--- config.mk ---
export PLATFORM = sky130hd
export DESIGN_NAME = chk_delay_line
export DESIGN_NICKNAME = d
export VERILOG_FILES = /design/src/rtl/adder_checker_delay_line.sv
export SDC_FILE = /design/constraint.sdc
export NUM_CORES = 1
export LEC_CHECK = 0
export ABC_AREA = 1
export CAP_MARGIN = 20
export CELL_PAD_IN_SITES_DETAIL_PLACEMENT = 0
export CELL_PAD_IN_SITES_GLOBAL_PLACEMENT = 2
export CORE_UTILIZATION = 13
export DETAILED_ROUTE_END_ITERATION = 8
export GPL_ROUTABILITY_DRIVEN = 0
export PLACE_DENSITY = 0.7
export SLEW_MARGIN = 10
export SYNTH_ARGS = -nofsm -noshare
export SYNTH_HDL_FRONTEND = slang
export SYNTH_SLANG_ARGS = --single-unit
--- constraint.sdc ---
create_clock -name i_clk -period 0.8 [get_ports i_clk]
set_clock_uncertainty 0.2 [all_clocks]
set_input_delay 0.16 -clock i_clk [delete_from_list [all_inputs] [get_ports i_clk]]
set_output_delay 0.16 -clock i_clk [all_outputs]
set_load 0.05 [all_outputs]
--- src/rtl/adder_checker_delay_line.sv ---
// Fixed-depth shift register carrying a payload with a per-stage valid bit.
module chk_delay_line #(
  parameter int DEPTH = 1,
  parameter int WIDTH = 8
) (
  input  logic             i_clk,
  input  logic             i_reset,
  input  logic             i_valid,
  input  logic [WIDTH-1:0] i_data,
  output logic             o_valid,
  output logic [WIDTH-1:0] o_data
);

  logic [DEPTH-1:0] vld_q;
  logic [WIDTH-1:0] data_q [DEPTH];

  // Valid bits shift one stage per clock; reset empties the line.
  always_ff @(posedge i_clk or posedge i_reset) begin
    if (i_reset) begin
      vld_q <= '0;
    end else begin
      vld_q[0] <= i_valid;
      for (int s = 1; s < DEPTH; s++) begin
        vld_q[s] <= vld_q[s-1];
      end
    end
  end

  // Payload shifts alongside its valid bit.
  // NOTE: payload has no reset; the valid bit alone qualifies it.
  always_ff @(posedge i_clk) begin
    data_q[0] <= i_data;
    for (int s = 1; s < DEPTH; s++) begin
      data_q[s] <= data_q[s-1];
    end
  end

  assign o_valid = vld_q[DEPTH-1];
  assign o_data  = data_q[DEPTH-1];

endmodule

==> impl_metrics.ini <==
[grt]
first_global_vias = 157
groute.usage.overall_pct = 7.30
initial_antenna_violation_count = 0
grt_remaining_overflow = 0
first_pass_grt_wire_length_um = 662
pin_count_of_the_biggest_net_entering_global_routing = 6

[clocking]
cts-buffers-inserted = 3
clock_tree.htree_level_count = 1
clock_sinks = 9
max-clock-path-buffers = 2
clock_tree_from_tritoncts = done
root_buffer_cell = sky130_fd_sc_hd__clkbuf_4
clkTransAtPathRegs_ns = 0.06
cts-resized-gates = 0

[timing]
relSlewSlack_pct = 94.9
setup_viol = 9
grt_setup_unrepaired = yes
min_period_ns = 1.16
worst_slew_pin_slew_ns = 0.0773
max_clock_freq_mhz = 858
worst_slack_ns = -0.365
finalMaxSlewViolations = 0
whs_ns = -0.147
post-route-period-util_pct = 146
timing_hold_violations_final = 1

[worst_setup_path]
buffering_stage_count_on_the_worst_path_with_inverters_included = 1
cp_slowest_cell = sky130_fd_sc_hd__dfrtp_2
cpLargestDelayFamily = flip-flops
delay_of_the_slowest_cell_on_the_worst_path_ns = 0.41
worstSetupPathDepth = 1
setup.worst_path.start_class = flop
timing.critical_path.cells = buf_12
worst-endpoint-arrival_ns = 0.80
worstSetupEndpointType = output port
cp_max_fo = 1
timing_worst_setup_path_type = flop to output port
critical_path_required_ns = 0.44

[synthesis]
synthesis.area_per_instance_um2 = 18.9
synth_async_sr_flop_share_pct = 11.1
synth.most_common_cell = sky130_fd_sc_hd__dfxtp_1
synthTopCellsByCount = sky130_fd_sc_hd__dfxtp_1, sky130_fd_sc_hd__dfrtp_1, sky130_fd_sc_hd__inv_1
number_of_enable_flip_flop_cells_after_synthesis = 0
synth_cell_types = 3
main_combinational_cell_family_by_area_after_synthesis = buffers and inverters
synth_top_area_share_pct = 84.8
cell_type_contributing_the_most_total_cell_area_after_synthesis = sky130_fd_sc_hd__dfxtp_1
synth_top_flop_cell = sky130_fd_sc_hd__dfxtp_1
synth_cells = 10
synth-xor-area-share_pct = 0
yosysWarnings = 0
synth.cell_area_um2 = 189
post_synth_mux_area_share_pct = 0
synth_nets = 21
synth_sequential_area_ratio_pct = 98.0
synth_compound_area_share_pct = 0
synth_simple_gate_area_share_pct = 0
post_synth_main_area_contributors = sky130_fd_sc_hd__dfxtp_1, sky130_fd_sc_hd__dfrtp_1, sky130_fd_sc_hd__inv_1
synth-seq-cells = 9
synthAdderAreaFrac_pct = 0

[power_and_ir_drop]
power.clock.fraction_pct = 31.6
switching_share_pct = 24.8
netSwitchingPower_mw = 0.260
irDropWorstVdd_mv = 0.755
leakagePower_nw = 0.225
power.share.sequential_pct = 46.2
cellPowerDensity_mw_per_mm2 = 1930
combinational_share_of_power_pct = 22.1
internal-power_mw = 0.787

[place]
placed_cell_area_um2 = 517
place.port_buffers = 19

[route]
route.vias.total = 153
wire_per_inst_um = 9.29
detail-route-antenna-nets = 0
route.detailed.vias_per_inst = 3.19
tritonroute_pass_1_iters = 2
routed_wire_length_um = 446
route.detailed.drc = 0
first_iter_violations = 1

[final_layout]
stdcell_area_um2 = 543
n_multi_input_combinational_cell = 0
synth_to_layout_area_growth_pct = 187
nFillCells = 127
multi_input_area_um2 = 0
share_of_cells_above_drive_strength_1_pct = 63.6
insertedDiodeCount = 0
fin_util_pct = 40.7
final_nets = 45

[floorplanning]
floorplan.die_area_mm2 = 0.00161
chipWidth_um = 40.1
die_h_um = 40.1
top_level_ports = 20
fp-row-count = 13
core_region_area_mm2 = 0.00133
floorplan.initialDensity_pct = 14.2

[run_status]
run_status = finished, violations left
violated_checks = hold timing, setup timing

[run]
cap_violations = 0

[worst_hold_path]
holdCritPathClass = input pin to asynchronous set/reset pin
-- worst paths after layout --
check	from	endpoint	slack, ns
worst max-delay path	o_valid$_DFF_PP0_	o_valid	-0.36
worst min-delay path	i_reset	o_valid$_DFF_PP0_	-0.15
max in group asynchronous	i_reset	o_valid$_DFF_PP0_	0.44
min in group i_clk	i_data[4]	data_q[0][4]$_DFF_P_	0.14
-- repair_timing --
item                                   in CTS  in global routing
cloned                                      0                  0
setup endpoints to repair                   9                  9
buffers inserted                            0                  0
endpoints found under the hold margin       1                  1
-- stage by stage --
| stage | total power [mW] | cells | setup TNS, ns | hold WS (ns) | setup slack (ns) |
|---|---|---|---|---|---|
| after CTS | 1.07 | 48 | -2.83 | -0.152 | -0.378 |
| after global routing | 1.10 | 48 | -2.96 | -0.138 | -0.401 |
| after global placement | 0.727 | 44 | -1.01 | 0.115 | -0.104 |
| after detailed placement | 0.728 | 44 | -1.05 | 0.119 | -0.0963 |
| after floorplan | 0.569 | 10 | -0.0591 | -0.311 | -0.0447 |
| final | 1.05 | 48 | -2.71 | -0.147 | -0.365 |
-- registers in the layout, summed over array words and instances (netlist names) --
| name | count |
|---|---|
| o_valid | 1 |
| data_q | 8 |
-- cell usage in the layout, fill, tap and decap left out --
| cell type | synthesis | routed |
|---|---|---|
| sky130_fd_sc_hd__clkdlybuf4s50_1 | 0 | 10 |
| sky130_fd_sc_hd__buf_12 | 0 | 9 |
| sky130_fd_sc_hd__dfxtp_4 | 0 | 7 |
| sky130_fd_sc_hd__clkbuf_4 | 0 | 3 |
| sky130_fd_sc_hd__inv_1 | 1 | 1 |
| sky130_fd_sc_hd__clkbuf_1 | 0 | 1 |
| sky130_fd_sc_hd__dfxtp_2 | 0 | 1 |
| sky130_fd_sc_hd__dfrtp_2 | 0 | 1 |
-- metal layers --
metal	vias up	part of all wire [%]	global-route usage (%)	wire length, µm
li1	75	-	-	-
met5	-	0	0	0
met2	20	37	8.47	165
met4	0	0	7.76	0
met1	58	39	8.14	172
met3	0	24	5.00	109
-- area by class of cell --
type	instances	area (µm²)	area share, %
clock buffers	4	26.3	4.84
flip-flops and latches	9	214	39.4
well taps	15	18.8	3.46
repair buffers	19	280	51.6
inverters	1	3.75	0.691
-- power groups by stage --
stage | registers, mW | logic (mW) | clock network (mW)
final | 0.484 | 0.232 | 0.331
after global routing | 0.487 | 0.240 | 0.370
after CTS | 0.485 | 0.234 | 0.347
after detailed placement | 0.495 | 0.234 | 0
after global placement | 0.494 | 0.232 | 0
after floorplan | 0.568 | 0.00115 | 0
-- kinds of logic (layout without fill, tap and decap cells) --
group	after synthesis	in the layout
buffers and inverters	1	24
flip-flops	9	9
(Power assumes the default switching activity.)
